--- config.mk ---
export PLATFORM = sky130hd
export DESIGN_NAME = if_fetch_unit
export DESIGN_NICKNAME = d
export VERILOG_FILES = /design/src/rtl/riscv_pkg.sv /design/src/rtl/fetch_skid_buf.sv /design/src/rtl/if_fetch_unit.sv
export SDC_FILE = /design/constraint.sdc
export NUM_CORES = 1
export LEC_CHECK = 0
export ABC_AREA = 1
export CORE_MARGIN = 4
export CORE_UTILIZATION = 35
export CTS_CLUSTER_SIZE = 28
export DETAILED_ROUTE_END_ITERATION = 8
export PLACE_DENSITY_LB_ADDON = 0.08
export SYNTH_ARGS = -nofsm -noshare
export SYNTH_HDL_FRONTEND = slang
export SYNTH_HIERARCHICAL = 1
export SYNTH_SLANG_ARGS = --single-unit
export TNS_END_PERCENT = 5
--- constraint.sdc ---
create_clock -name clk -period 3.1 [get_ports clk]
set_input_delay 0.31 -clock clk [delete_from_list [all_inputs] [get_ports clk]]
set_output_delay 0.31 -clock clk [all_outputs]
set_load 0.01 [all_outputs]
--- src/rtl/riscv_pkg.sv ---
// Shared definitions for the instruction-fetch front end: reset defaults,
// the fetch FSM state encoding and the {pc, instr} entry type.
package riscv_pkg;

  localparam logic [31:0] RESET_PC_DEF  = 32'h0000_0000;
  localparam logic [31:0] NOP_INSTR_DEF = 32'h0000_0013;  // addi x0, x0, 0

  typedef enum logic [1:0] {
    IDLE  = 2'd0,
    REQ   = 2'd1,
    WAIT  = 2'd2,
    BLOCK = 2'd3
  } fetch_state_e;

  typedef struct packed {
    logic [31:0] pc;
    logic [31:0] instr;
  } fetch_entry_t;

  function automatic logic [31:0] align_word(input logic [31:0] addr);
    return addr & ~32'd3;
  endfunction

endpackage

--- src/rtl/fetch_skid_buf.sv ---
// One-entry {pc, instr} skid buffer behind the IF output register.
// Flush beats load, load beats unload.
module fetch_skid_buf
  import riscv_pkg::*;
(
  input  logic         clk,
  input  logic         rst_n,
  input  logic         flush_i,
  input  logic         load_i,
  input  logic         unload_i,
  input  fetch_entry_t data_i,
  output logic         valid_o,
  output fetch_entry_t data_o
);

  logic         valid_q;
  fetch_entry_t data_q;

  always_ff @(posedge clk or negedge rst_n) begin
    if (!rst_n) begin
      valid_q <= 1'b0;
      // NOTE: the payload is reset too so the output mux never sees X; a deep
      // buffer array would normally leave its storage unreset.
      data_q  <= '0;
    end else if (flush_i) begin
      valid_q <= 1'b0;
    end else if (load_i) begin
      valid_q <= 1'b1;
      data_q  <= data_i;
    end else if (unload_i) begin
      valid_q <= 1'b0;
    end
  end

  assign valid_o = valid_q;
  assign data_o  = data_q;

endmodule

--- src/rtl/if_fetch_unit.sv ---
// RISC-V instruction-fetch front end: PC, one-outstanding imem requests, output
// register plus skid buffer toward IF/ID. Define FETCH_PERF_EN for perf counters.
module if_fetch_unit
  import riscv_pkg::*;
#(
  parameter logic [31:0] RESET_PC  = RESET_PC_DEF,
  parameter logic [31:0] NOP_INSTR = NOP_INSTR_DEF
) (
  input  logic        clk,
  input  logic        rst,
  input  logic        stall,
  input  logic        redirect_valid,
  input  logic [31:0] redirect_pc,
  output logic        imem_req,
  output logic [31:0] imem_addr,
  input  logic        imem_gnt,
  input  logic        imem_rvalid,
  input  logic [31:0] imem_rdata,
`ifdef FETCH_PERF_EN
  output logic [31:0] perf_fetched,
  output logic [31:0] perf_stall,
`endif
  output logic        if_valid,
  output logic [31:0] if_pc,
  output logic [31:0] if_instr
);

  fetch_state_e state_q, state_d;
  logic [31:0]  pc_q, pc_d;
  logic [31:0]  req_pc_q, req_pc_d;
  logic         kill_q, kill_d;
  logic         req_q, req_d;
  logic         out_valid_q, out_valid_d;
  fetch_entry_t out_q, out_d;

  logic         skid_valid, skid_load, skid_unload, skid_next;
  fetch_entry_t skid_data, rsp_entry;
  logic         gnt_fire, consume, accept;

  assign gnt_fire  = req_q && imem_gnt;
  assign consume   = out_valid_q && !stall;
  // A response is only ours in WAIT and only if no redirect killed it.
  assign accept    = (state_q == WAIT) && imem_rvalid && !kill_q && !redirect_valid;
  assign rsp_entry = '{pc: req_pc_q, instr: imem_rdata};

  always_comb begin
    // NOTE: every signal written here gets a default first so no latch is inferred.
    out_valid_d = out_valid_q;
    out_d       = out_q;
    skid_load   = 1'b0;
    skid_unload = 1'b0;
    if (redirect_valid) begin
      out_valid_d = 1'b0;
    end else if (consume && skid_valid) begin
      out_valid_d = 1'b1;
      out_d       = skid_data;
      skid_unload = 1'b1;
      skid_load   = accept;
    end else if (accept && (!out_valid_q || consume)) begin
      out_valid_d = 1'b1;
      out_d       = rsp_entry;
    end else if (accept) begin
      skid_load = 1'b1;
    end else if (consume) begin
      out_valid_d = 1'b0;
    end
  end

  assign skid_next = !redirect_valid && (skid_load || (skid_valid && !skid_unload));

  always_comb begin
    state_d  = state_q;
    pc_d     = pc_q;
    req_pc_d = req_pc_q;
    kill_d   = kill_q && !imem_rvalid;
    if (gnt_fire) begin
      pc_d     = pc_q + 32'd4;
      req_pc_d = pc_q;
    end
    case (state_q)
      IDLE:    state_d = REQ;
      REQ:     if (gnt_fire) state_d = WAIT;
      WAIT:    if (imem_rvalid) state_d = skid_next ? BLOCK : REQ;
      BLOCK:   if (!skid_next) state_d = REQ;
      default: state_d = IDLE;
    endcase
    if (redirect_valid) begin
      state_d = REQ;
      pc_d    = align_word(redirect_pc);
      // A granted-but-unanswered request must have its response swallowed.
      kill_d  = gnt_fire || (state_q == WAIT && !imem_rvalid) || (kill_q && !imem_rvalid);
    end
    // No new request while a killed response is still due: keeps one outstanding.
    req_d = (state_d == REQ) && !kill_d;
  end

  always_ff @(posedge clk or negedge rst) begin
    if (!rst) begin
      state_q     <= IDLE;
      pc_q        <= RESET_PC;
      req_pc_q    <= RESET_PC;
      kill_q      <= 1'b0;
      req_q       <= 1'b0;
      out_valid_q <= 1'b0;
      out_q       <= '{pc: 32'd0, instr: NOP_INSTR};
    end else begin
      // NOTE: clocked state uses non-blocking assignments only, so every
      // register samples the pre-edge values regardless of statement order.
      state_q     <= state_d;
      pc_q        <= pc_d;
      req_pc_q    <= req_pc_d;
      kill_q      <= kill_d;
      req_q       <= req_d;
      out_valid_q <= out_valid_d;
      out_q       <= out_d;
    end
  end

  fetch_skid_buf u_skid (
    .clk      (clk),
    .rst_n    (rst),
    .flush_i  (redirect_valid),
    .load_i   (skid_load),
    .unload_i (skid_unload),
    .data_i   (rsp_entry),
    .valid_o  (skid_valid),
    .data_o   (skid_data)
  );

  assign imem_req  = req_q;
  assign imem_addr = pc_q;
  assign if_valid  = out_valid_q;
  assign if_pc     = out_q.pc;
  assign if_instr  = out_valid_q ? out_q.instr : NOP_INSTR;

`ifdef FETCH_PERF_EN
  logic [31:0] perf_fetched_q, perf_stall_q;

  always_ff @(posedge clk or negedge rst) begin
    if (!rst) begin
      perf_fetched_q <= 32'd0;
      perf_stall_q   <= 32'd0;
    end else begin
      if (consume)              perf_fetched_q <= perf_fetched_q + 32'd1;
      if (out_valid_q && stall) perf_stall_q   <= perf_stall_q + 32'd1;
    end
  end

  assign perf_fetched = perf_fetched_q;
  assign perf_stall   = perf_stall_q;
`endif

endmodule

Word level (Yosys, flattened, before mapping)

Cells that the tools add are included.

Flip-flop bits (word level): 198
Bits of input ports: 70
Word-level logic and storage cells: 75
Output and inout port bits: 98

Reductions and logical operators: 31
Multiplexer cells: 26
Add/sub/neg operators: 1
Equal/unequal tests: 5
Bitwise operators: 1

Operators by type and width:

| kind                                                | count |
|---|---|
| two-way mux 64 bit                                  | 2 |
| two-way mux 32 bit                                  | 3 |
| adder 32 x 3 -> 32 bit, second input constant       | 1 |
| two-way mux 1 bit                                   | 15 |
| logical AND 1 bit                                   | 12 |
| two-way mux 2 bit                                   | 5 |
| case mux 2 bit (4 select lines)                     | 1 |
| logical NOT 1 bit                                   | 7 |
| AND reduction 2 bit                                 | 3 |
| equality test 2 x 1 -> 1 bit, second input constant | 2 |
| equality test 2 bit, second input constant          | 2 |
| logical OR 1 bit                                    | 4 |
| != test 4 x 2 -> 1 bit, second input constant       | 1 |
| nonzero test 2 bit                                  | 2 |
| nonzero test 4 bit                                  | 1 |
| nonzero test 3 bit                                  | 1 |
| logical NOT 2 bit                                   | 1 |
| inverter 1 bit                                      | 1 |

Logic depth before layout (Yosys ltp)

Gate-level depths: netlist of run 1.

Word-level depth: 16
Gate-level depth with buffers: 11
Mapped depth without buffers: 10

By module

The synthesis of run 1 kept the hierarchy.

By module, submodules not included:

| module         | sequential area each (µm²) | cells each | instances | area each (µm²) |
|---|---|---|---|---|
| if_fetch_unit  | 3,231.8                    | 898        | 1         | 7,028.0 |
| fetch_skid_buf | 1,626.6                    | 283        | 1         | 2,587.5 |

Worst setup path after synthesis of run 1

No wires, ideal clock.

Kind: reg-to-reg
Start point: register out_valid_q (netlist: if_valid)
End point: register u_skid.data_q, in the netlist u_skid/data_o[35]
Slack: 1,563 ps
Buffers on the path: 4
Library setup time: 116 ps
Stages on the path, launching flop included: 12
Arrival time: 1,421 ps
Required time: 2,984 ps
Clock period less this slack: 1,537 ps
Cell sequence: dfrtp_1 > buf_2 > nand3_2 > buf_6 > nand2_1 > nand4_1 > inv_1 > nand2_2 > buf_6 > buf_4 > nand2_1 > nand2_1

Word-level cells in the longest chain between the ends: 7
Elaborated cells on any way between the ends: 9
Classes of those cells: mux: 3; reduce/logical: 6

RTL lines:

| element                                                | line                                     | source |
|---|---|---|
| start: declaration                                     | if_fetch_unit.sv:33                      | `logic out_valid_q, out_valid_d;` |
| start signal: assignment                               | if_fetch_unit.sv:114                     | `out_valid_q <= out_valid_d;` |
| logical NOT 1 bit or logical AND 1 bit (tied branches) | if_fetch_unit.sv:59, if_fetch_unit.sv:41 |  |
| logical OR 1 bit                                       | if_fetch_unit.sv:59                      | `end else if (accept && (!out_valid_q \|\| consume)) begin` |
| logical AND 1 bit                                      | if_fetch_unit.sv:59                      |  |
| two-way mux 1 bit                                      | if_fetch_unit.sv:59                      |  |
| two-way mux 1 bit *                                    | if_fetch_unit.sv:54                      | `end else if (consume && skid_valid) begin` |
| two-way mux 1 bit *                                    | if_fetch_unit.sv:52                      | `if (redirect_valid) begin` |
| via skid_load                                          | if_fetch_unit.sv:36                      | `logic skid_valid, skid_load, skid_unload, skid_next;` |
| AND reduction 2 bit (no line) *                        | -                                        |  |
| end signal: assignment                                 | fetch_skid_buf.sv:29                     | `data_q <= data_i;` |
| end: declaration                                       | fetch_skid_buf.sv:17                     | `fetch_entry_t data_q;` |

The timed path passes the listed nets; every way through them passes the cells marked *.
A chain may end at the register's enable or synchronous reset.

Final worst setup path of run 1

Start point: register out_valid_q (netlist: if_valid)
End point: output if_instr[4]

Word-level cells in the longest chain between the ends: 1

RTL lines:

| element            | line                 | source |
|---|---|---|
| two-way mux 32 bit | if_fetch_unit.sv:134 | `assign if_instr = out_valid_q ? out_q.instr : NOP_INSTR;` |
| end: declaration   | if_fetch_unit.sv:25  | `output logic [31:0] if_instr` |

No other way between the ends.

==> key figures, run 1 <==
Outcome
  • Outcome: finished, final reports clean

Synth
  • Syn Inst Count: about 1,200
  • Mapped Area: slightly below 10,000 um^2
  • FF+latch count, synth: ~190
  • Largest family of logic cells by synthesized area: simple AND/OR/NAND/NOR gates
  • Syn Area/Cell: slightly above 8 um^2
  • Post-synthesis mux area share: under 10%
  • Post-synthesis compound-gate area fraction: 7.38%
  • Simple-Gate Fraction of Synth Area: between 20 and 25%
  • Post-synth ARST share: 100%
  • Register area share after synthesis: between 50% and 60%
  • Post-synthesis xor/xnor area fraction: less than 1%
  • Synth Area in Adders: less than 1%
  • EDFF count, synth: 0
  • Most common flop cell mapped by yosys: dfrtp_1
  • Yosys Warn Count: 6
  • Count of cell types in the netlist: 28

Route
  • First-pass DRT Iterations: 5
  • WL/cell: 15.5 um
  • Vias per cell: between 4 and 5
  • Routed vias: 7,687
  • Initial DRC count: 676
  • DRC: 0
  • Routed Antenna Nets: 0
  • Drt total wl: 25,500 um

Timing
  • Post-route setup TNS: 0 ns
  • Pins Over Slew Limit: 0
  • Final Cycle Share: about three quarters
  • Worst slew pin tran: 0.822 ns
  • WHS: 0.419 ns
  • Final setup fails: 0
  • Min cycle time layout: 2.29 ns
  • Worst clock skew: around 0.0084 ns
  • Slew HR: 45.2%
  • Max frequency: between 400 and 500 MHz
  • Count of final hold-check violations: 0
  • RSZ-0062 raised after global routing: false
  • Final WS setup: between 0.8 and 0.9 ns

Floorplan
  • Core box area: between 20,000 and 30,000 um^2
  • Starting density of the core: between 30% and 40%
  • Die extent in y: approximately 170 um
  • Core Rows: 60
  • Boundary pin count: about 170
  • Die W: 174 um
  • Die area: about 30,000 um^2

Global route
  • Antenna violations before repair: 0
  • Vias in the first global route: between 7,000 and 8,000
  • Pin count of the biggest net entering global routing: ~120
  • First-pass GRT wire length: about 42,000 um
  • GR Util All Layers: roughly 17%
  • GRT Residual Overflow: 0

Finish
  • Leading cell types in the layout, fill and taps excluded: 433 x nand2_1, 191 x dfrtp_1, 162 x clkdlybuf4s50_1
  • Antenna cells: 0
  • Post-layout nets: ~1,400
  • Core Util, Final: a little over two fifths
  • Fillcell total: 2,764
  • Area Growth Syn to Fin: 23.4%
  • Most common cell after layout, fill and taps aside: nand2_1
  • Sequential cell area: roughly 4900 um^2
  • Multi-input logic area: between 3000 and 4000 um^2
  • Layout cells sized above 1: roughly 5.6%

Critical path
  • Critical Path RT: 2.79 ns
  • Critical path class: register to primary output
  • CP startpoint kind: register
  • CP max FO: 34
  • Crit path capture type: primary output
  • Arr. time, crit path: approximately 2.0 ns

CTS
  • Clock tree buffer depth: 2
  • Clock transition at the registers of the reported paths: 0.08 ns
  • CTS Buf Count: 17
  • Post-CTS Resized: 0
  • Insertion delay to the later sink of the worst-skew pair: approximately 0.43 ns
  • Clock root buffer: clkbuf_16
  • CTS tree: yes
  • Clock sinks: 194
  • H-tree depth: 4

Job
  • Max-Cap Viols: 0

Power
  • Worst IR Drop VDD: approximately 240 uV
  • Leakage: ~6.2 nW
  • Pwr per Cell Area: between 500 and 600 nW/um^2
  • Total power: between 0.006 and 0.007 W

Placed design
  • Gpl congestion: between 0.8 and 0.9
  • Buffers on Ports: approximately 160
  • HPWL Detailed: 17,200 um
  • Worst slack at placement: between 0.9 and 1 ns

Worst hold path
  • Hold Path Class: input pin to asynchronous set/reset pin
## cell type report
cell class | count | share of cell area, %
flip-flops and latches | 194 | 41.0
multi-input cells | 799 | 32.1
repair buffers | 180 | 15.4
clock buffers | 20 | 3.85
well taps | 341 | 3.60
inverters | 97 | 3.07
clock inverters | 12 | 1.05
## critical path, cell delays in order (launching register included)
cell and delay [ns]:
dfrtp_1 0.32, buf_4 0.35, inv_1 0.10, or2_2 0.28
clkdlybuf4s50_1 0.48
## through the flow
stage,cells,cell area [um^2]
after floorplan,1184,9630
after global placement,1610,11300
after detailed placement,1610,11300
after CTS,1643,11900
after global routing,1643,11900
final,1643,11900
## state kept, by name, indices dropped and copies added, names as in the netlist
register / count
if_pc: 32
req_pc_q: 30
state_q: 2
imem_req: 1
imem_addr: 30
u_skid/valid_o: 1
kill_q: 1
out_q: 32
u_skid/data_o: 64
if_valid: 1
## metal layers
metal  global-route usage (%)  vias to the layer above  routed length (um)
li1                         -                     3909                   -
met1                     25.1                     3571               12900
met2                     25.8                      192               11200
met3                     3.18                       15                1120
met4                     4.06                        0                 341
met5                        0                        -                   0
## what timing repair did
action / 4_1_cts / 5_1_grt
hold endpoints to repair: 64 / 0
setup buffers: 0 / 0
hold buffers: 1 / 0
## Yosys cell counts (6+ instances only)
cell type  instances  area (um^2)
clkbuf_1          19         71.3
buf_6              7         78.8
buf_4             48          360
o21ai_0           93          465
nand2_1          434         1630
nand3_1           85          425
nor2_1            57          214
a21oi_1            6         30.0
mux2i_1           61          611
inv_1             94          353
buf_2             19         95.1
o21ai_1           25          125
xor2_1             9         78.8
dfrtp_1          191         4780
## path summary, 6_finish.rpt
kind | start | cells past startpoint | slack (ns) | endpoint
setup / recovery | if_valid | 4 | 0.81 | if_instr[4]
max in group asynchronous | rst | 3 | 1.86 | if_pc[23]
hold reg to reg | u_skid/data_o[27] | 2 | 0.47 | u_skid/data_o[27]
min in group clk | redirect_pc[6] | 3 | 0.46 | imem_addr[6]
hold / removal | rst | 2 | 0.42 | out_q[24]
setup reg to reg | imem_addr[2] | 8 | 1.07 | imem_addr[14]
## report_power, final
group	internal [W]	leakage, nW	switching (W)	total, W
clock network	0.00117	0.275	0.00102	0.00219
registers	0.00277	2.55	0.000223	0.00299
logic	0.000407	3.41	0.000485	0.000892
## cells by family after synthesis
| logic type | after synthesis |
|---|---|
| and+or+nand+nor | 589 |
| DFF | 194 |
| buffers and inverters | 191 |
| AOI/OAI and AO/OA | 135 |
| muxes | 61 |
| xor gates and xnor gates | 9 |
| adders and majority gates | 1 |
| other | 1 |
Power figures use the tool's default switching activity.
==> run 2, diff against run 1 <==
Clock period 3.1 ns to 2.4 ns, I/O delays scaled along.
==> key figures, run 2 (synthesized netlist as in run 1, its figures left out) <==
Outcome
  • Outcome: finished, final reports clean (unchanged)

CTS
  • Post-CTS Resized: 0 (unchanged)
  • Clock sinks: 194 (unchanged)
  • Clock transition at the registers of the reported paths: 0.08 ns (about the same)
  • Clock tree buffer depth: 2 (unchanged)
  • Insertion delay to the later sink of the worst-skew pair: 0.42 ns (was 0.43 ns)
  • CTS tree: yes (unchanged)
  • Post-cts hold buffer count: 1 (unchanged)
  • H-tree depth: 4 (unchanged)
  • CTS Buf Count: 17 (unchanged)
  • Clock root buffer: clkbuf_16 (unchanged)
  • Post-CTS Setup Bufs: 0 (unchanged)

Route
  • Initial DRC count: 659 (was 676)
  • Drt total wl: 25,400 um (was 25,500 um)
  • WL/cell: 15.4 um (was 15.5 um)
  • Routed vias: 7,576 (was 7,687)
  • Routed Antenna Nets: 0 (unchanged)
  • DRC: 0 (unchanged)
  • First-pass DRT Iterations: 5 (unchanged)
  • Vias per cell: 4.61 (was 4.68)

Timing
  • Final setup fails: 0 (unchanged)
  • Min cycle time layout: 2.18 ns
  • Count of final hold-check violations: 0 (unchanged)
  • Final Cycle Share: around nine tenths
  • Slew HR: 50.6% (was 45.2%)
  • RSZ-0062 raised after global routing: false (unchanged)
  • Worst clock skew: 0.0105 ns (was 0.00840 ns)
  • Max frequency: 458 MHz
  • Post-route setup TNS: 0 ns (unchanged)
  • Worst slew pin tran: 0.741 ns (was 0.822 ns)
  • Pins Over Slew Limit: 0 (unchanged)

Placed design
  • Gpl congestion: 0.883 (was 0.888)
  • HPWL Detailed: 17,000 um (was 17,200 um)
  • Dpl cells: 1,612 (was 1,610)
  • Buffers on Ports: 163 (unchanged)

Finish
  • Antenna cells: 0 (unchanged)
  • Layout cells sized above 1: 5.67% (was 5.61%)
  • Largest register FFs: 64 (unchanged)
  • Post-layout nets: 1,362 (was 1,360)
  • Final std cells w/o fill: 1,645 (was 1,643)
  • Fillcell total: 2,741 (was 2,764)
  • Most common cell after layout, fill and taps aside: nand2_1 (unchanged)
  • Leading cell types in the layout, fill and taps excluded: 433 x nand2_1, 191 x dfrtp_1, 162 x clkdlybuf4s50_1 (unchanged)
  • Area Growth Syn to Fin: 24.1% (was 23.4%)

Global route
  • GR Util All Layers: 16.9% (was 17.0%)
  • Antenna violations before repair: 0 (unchanged)
  • Pin count of the biggest net entering global routing: 77 (was 115)
  • GRT Residual Overflow: 0 (unchanged)
  • First-pass GRT wire length: 41,300 um (was 41,700 um)
  • Vias in the first global route: 7,541 (was 7,606)

Floorplan
  • Core box area: 27,000 um^2 (unchanged)
  • Boundary pin count: 168 (unchanged)
  • Die area: 30,200 um^2 (unchanged)
  • Core Rows: 60 (unchanged)
  • Die W: 174 um (unchanged)
  • Starting density of the core: 35.6% (unchanged)
  • Die extent in y: 174 um (unchanged)

Power
  • Worst IR Drop VDD: 469 uV (was 244 uV)
  • Sw Ratio: 28.2% (was 28.5%)
  • Pwr per Cell Area: 662 nW/um^2 (was 512 nW/um^2)
  • Power share of the sequential group: 49.0% (was 49.2%)
  • Leakage: 6.26 nW (was 6.24 nW)
  • Pint: 0.00567 W (was 0.00435 W)
  • Clock network power share: 36.3% (was 36.1%)
  • Combinational Power Share: 14.7% (about the same)
  • P_sw: 0.00222 W (was 0.00173 W)

Critical path
  • Critical path class: register to primary output (unchanged)
  • R2r setup slk: 0.57 ns (was 1.07 ns)
  • Critical Path RT: 2.16 ns (was 2.79 ns)
  • CP max stage delay: 0.47 ns (was 0.48 ns)
  • CP max FO: 31 (was 34)
  • Arr. time, crit path: 1.94 ns (was 1.98 ns)
  • CP Cell Sequence: buf_12 -> inv_1 -> or2_2 -> clkdlybuf4s50_1 (was buf_4 -> inv_1 -> or2_2 -> clkdlybuf4s50_1)
  • Worst path slowest cell: clkdlybuf4s50_1 (unchanged)
  • Crit path capture type: primary output (unchanged)
  • CP startpoint kind: register (unchanged)

Worst hold path
  • Hold Path Class: input pin to asynchronous set/reset pin (unchanged)

Job
  • Max-Cap Viols: 0 (unchanged)
==> run 2: cell types whose count changed in the layout (fill, tap and decap cells not counted) <==
cell,delta
buf_12,+4
clkbuf_8,-2
inv_6,+2
inv_8,-2
buf_4,-2
bufinv_16,+1
clkbuf_1,+1
==> run 2: final cells by class <==
class                           count  area (um^2)  area share, %
Clock buffer                       19          433           3.63
Clock inverter                     13          150           1.26
Inverter                           97          364           3.05
Multi-Input combinational cell    799         3800           31.9
Sequential cell                   194         4860           40.7
Tap cell                          341          427           3.58
Timing Repair Buffer              182         1890           15.9
==> run 2: power groups by stage <==
stage,sequential [W],clock (W),combinational [W]
after detailed placement,0.00393,0,0.00118
after global routing,0.00391,0.00311,0.00132
after global placement,0.00393,0,0.00117
after floorplan,0.00386,0,0.000610
after CTS,0.00387,0.00297,0.00119
final,0.00387,0.00286,0.00116
==> run 2: layer usage <==
metal  track usage (%)  share of wire, %
met3              3.01               4.3
met2              25.9                43
met5                 0                 0
met4              4.16               1.6
met1              24.8                51
==> run 2: final timing paths <==
| kind | startpoint | end | cells after the start |
|---|---|---|---|
| max | if_valid | if_instr[4] | 4 |
| min | rst | out_q[24] | 2 |
| max reg2reg | if_valid | u_skid/data_o[0] | 8 |
| min reg2reg | u_skid/data_o[31] | u_skid/data_o[31] | 2 |
| max in group asynchronous | rst | imem_addr[4] | 3 |
| min in group clk | redirect_pc[2] | imem_addr[2] | 3 |
==> run 2: critical path: cells and delay by family, from the launching register on <==
family                 cells  cell delay (ns)
buffers and inverters      3             0.76
flip-flops                 1             0.46
AND/OR/NAND/NOR            1             0.27
==> run 2: metrics by stage <==
stage | utilization (%) | setup WS (ns) | power (W) | instance area [um^2] | hold slack, ns
after floorplan | - | 0.863 | 0.00447 | 9630 | -0.0556
after global routing | 44.1 | 0.113 | 0.00834 | 11900 | 0.280
final | 44.1 | 0.218 | 0.00789 | 11900 | 0.276
after detailed placement | 41.9 | 0.278 | 0.00511 | 11300 | 0.166
after global placement | 41.9 | 0.299 | 0.00510 | 11300 | 0.167
after CTS | 44.1 | 0.182 | 0.00803 | 11900 | 0.268
==> run 3, diff against run 2 <==
--- a/constraint.sdc
+++ b/constraint.sdc
@@ -3,2 +3,2 @@
 set_output_delay 0.24 -clock clk [all_outputs]
-set_load 0.01 [all_outputs]
+set_load 0.1 [all_outputs]
==> key figures, run 3 (synthesized netlist as in run 1, its figures left out) <==
Outcome
  • Outcome: finished, final reports clean (unchanged)

Power
  • Leakage: 6.50 nW (was 6.26 nW)
  • Pwr per Cell Area: 695 nW/um^2 (was 662 nW/um^2)
  • Worst IR Drop VDD: 373 uV (was 469 uV)
  • Power share of the sequential group: 46.3% (was 49.0%)
  • Clock network power share: 32.0% (was 36.3%)
  • Pint: 0.00544 W (was 0.00567 W)
  • Total power: 0.00836 W (was 0.00789 W)
  • Combinational Power Share: 21.7% (was 14.7%)
  • Sw Ratio: 35.0% (was 28.2%)
  • P_sw: 0.00293 W (was 0.00222 W)

CTS
  • Clock transition at the registers of the reported paths: 0.07 ns (was 0.08 ns)
  • Clock tree buffer depth: 2 (unchanged)
  • Insertion delay to the later sink of the worst-skew pair: 0.43 ns (was 0.42 ns)
  • Post-CTS Resized: 0 (unchanged)
  • H-tree depth: 4 (unchanged)
  • Clock sinks: 194 (unchanged)
  • CTS Buf Count: 17 (unchanged)
  • Clock root buffer: clkbuf_16 (unchanged)
  • CTS tree: yes (unchanged)

Placed design
  • HPWL Detailed: 17,600 um (was 17,000 um)
  • Gpl congestion: 0.901 (was 0.883)
  • Worst slack at placement: 0.375 ns (was 0.278 ns)
  • Buffers on Ports: 163 (unchanged)

Critical path
  • Arr. time, crit path: 1.85 ns (was 1.94 ns)
  • R2R cell count: 8 (unchanged)
  • Reg-to-Reg Start: imem_addr[2] (was if_valid)
  • Critical path class: register to primary output (unchanged)
  • Reg2Reg Capture Point: imem_addr[14] (was u_skid/data_o[0])
  • CP startpoint kind: register (unchanged)
  • R2r setup slk: 0.63 ns (was 0.57 ns)
  • Crit path capture type: primary output (unchanged)
  • CP max FO: 31 (unchanged)
  • Critical Path RT: 2.16 ns (about the same)

Finish
  • Antenna cells: 0 (unchanged)
  • Post-layout nets: 1,364 (was 1,362)
  • Largest register FFs: 64 (unchanged)
  • Most common cell after layout, fill and taps aside: nand2_1 (unchanged)
  • Layout cells sized above 1: 13.2% (was 5.67%)
  • Fillcell total: 2,720 (was 2,741)
  • Area Growth Syn to Fin: 25.2% (was 24.1%)
  • Core Util, Final: 44.6% (was 44.1%)
  • Leading cell types in the layout, fill and taps excluded: 433 x nand2_1, 191 x dfrtp_1, 93 x inv_1, 93 x o21ai_0, 85 x nand3_1 (was 433 x nand2_1, 191 x dfrtp_1, 162 x clkdlybuf4s50_1)

Global route
  • Vias in the first global route: 7,498 (was 7,541)
  • Met2 Track Usage GR: 25.1% (was 25.9%)
  • Most Used Layer, Global Route: met1 (was met2)
  • First-pass GRT wire length: 41,500 um (was 41,300 um)
  • GR Util All Layers: 16.8% (was 16.9%)
  • Met1 usage: 25.6% (was 24.8%)
  • GRT met3 Usage: 2.97% (was 3.01%)
  • Antenna violations before repair: 0 (unchanged)
  • Pin count of the biggest net entering global routing: 73 (was 77)
  • GRT Residual Overflow: 0 (unchanged)

Timing
  • Slew HR: 51.3% (was 50.6%)
  • Post-route setup TNS: 0 ns (unchanged)
  • Min cycle time layout: 2.09 ns (was 2.18 ns)
  • Final Cycle Share: 87.1% (was 90.9%)
  • Worst clock skew: 0.00899 ns (was 0.0105 ns)
  • RSZ-0062 raised after global routing: false (unchanged)
  • Worst slew pin tran: 0.730 ns (was 0.741 ns)
  • WHS: 0.337 ns (was 0.276 ns)
  • Pins Over Slew Limit: 0 (unchanged)
  • Max frequency: 478 MHz (was 458 MHz)
  • Final WS setup: 0.309 ns (was 0.218 ns)
  • Count of final hold-check violations: 0 (unchanged)
  • Final setup fails: 0 (unchanged)

Route
  • First-pass DRT Iterations: 5 (unchanged)
  • WL/cell: 15.3 um (was 15.4 um)
  • Routed Antenna Nets: 0 (unchanged)
  • DRC: 0 (unchanged)
  • Drt total wl: 25,300 um (was 25,400 um)
  • Initial DRC count: 590 (was 659)
  • Vias per cell: 4.63 (was 4.61)
  • Routed vias: 7,626 (was 7,576)

Job
  • Max-Cap Viols: 0 (unchanged)

Floorplan
  • Core box area: 27,000 um^2 (unchanged)
  • Boundary pin count: 168 (unchanged)
  • Die extent in y: 174 um (unchanged)
  • Die area: 30,200 um^2 (unchanged)
  • Die W: 174 um (unchanged)
  • Core Rows: 60 (unchanged)
  • Starting density of the core: 35.6% (unchanged)

Worst hold path
  • Hold Path Class: input pin to asynchronous set/reset pin (unchanged)
[run 3: changes by cell type in the layout (fill, tap and decap cells not counted), sizes merged]
cell / previous run / this run
clkinvlp: 4 / 6
clkinv: 3 / 2
clkdlybuf4s50: 162 / 66
bufinv: 2 / 0
inv: 101 / 102
buf: 18 / 116
[run 3: worst max-delay path by stage]
stage	startpoint	endpoint	slack, ns
2_1_floorplan	if_valid	if_instr[10]	0.03
3_3_place_gp	redirect_valid	u_skid/data_o[10]	0.40
3_5_place_dp	redirect_valid	out_q[10]	0.37
4_1_cts	if_valid	if_instr[4]	0.25
5_1_grt	if_valid	if_instr[4]	0.16
6_report	if_valid	if_instr[4]	0.31
[run 3: layout make-up]
| type | count | area [um^2] | area share [%] |
|---|---|---|---|
| Inverter | 97 | 364 | 3.02 |
| Tap cell | 341 | 427 | 3.54 |
| Multi-Input combinational cell | 799 | 3800 | 31.6 |
| Clock buffer | 19 | 443 | 3.68 |
| Timing Repair Buffer | 184 | 2040 | 17.0 |
| Clock inverter | 13 | 101 | 0.842 |
| Sequential cell | 194 | 4860 | 40.3 |
[run 3: power by group through the flow]
stage / sequential, W / clock (W) / combinational, W
6_report: 0.00388 / 0.00267 / 0.00182
5_1_grt: 0.00393 / 0.00290 / 0.00198
4_1_cts: 0.00387 / 0.00278 / 0.00184
3_5_place_dp: 0.00394 / 0 / 0.00184
3_3_place_gp: 0.00393 / 0 / 0.00183
2_1_floorplan: 0.00434 / 0 / 0.000837
[run 3: per-layer routing]
metal | part of all wire [%] | wire length, um | up-vias
met1 | 51 | 12900 | 3501
met5 | 0 | 0 | -
met3 | 4.1 | 1050 | 18
met2 | 44 | 11000 | 192
li1 | - | - | 3915
met4 | 1.2 | 310 | 0
[run 3: per-stage QoR]
stage | std cells | cell area (um^2)
after floorplan | 1184 | 9630
after global placement | 1614 | 11500
after detailed placement | 1614 | 11500
after CTS | 1647 | 12000
after global routing | 1647 | 12000
final | 1647 | 12000
[run 3: repair_timing]
item | in CTS | in global routing
setup buffers | 0 | 0
hold endpoints to repair | 49 | 0
hold buffers | 1 | 0
[run 3: critical path: stages (launching register included)]
cell and delay, ns:
dfrtp_1 0.43, buf_4 0.37, inv_1 0.10, or2_2 0.31
buf_12 0.17
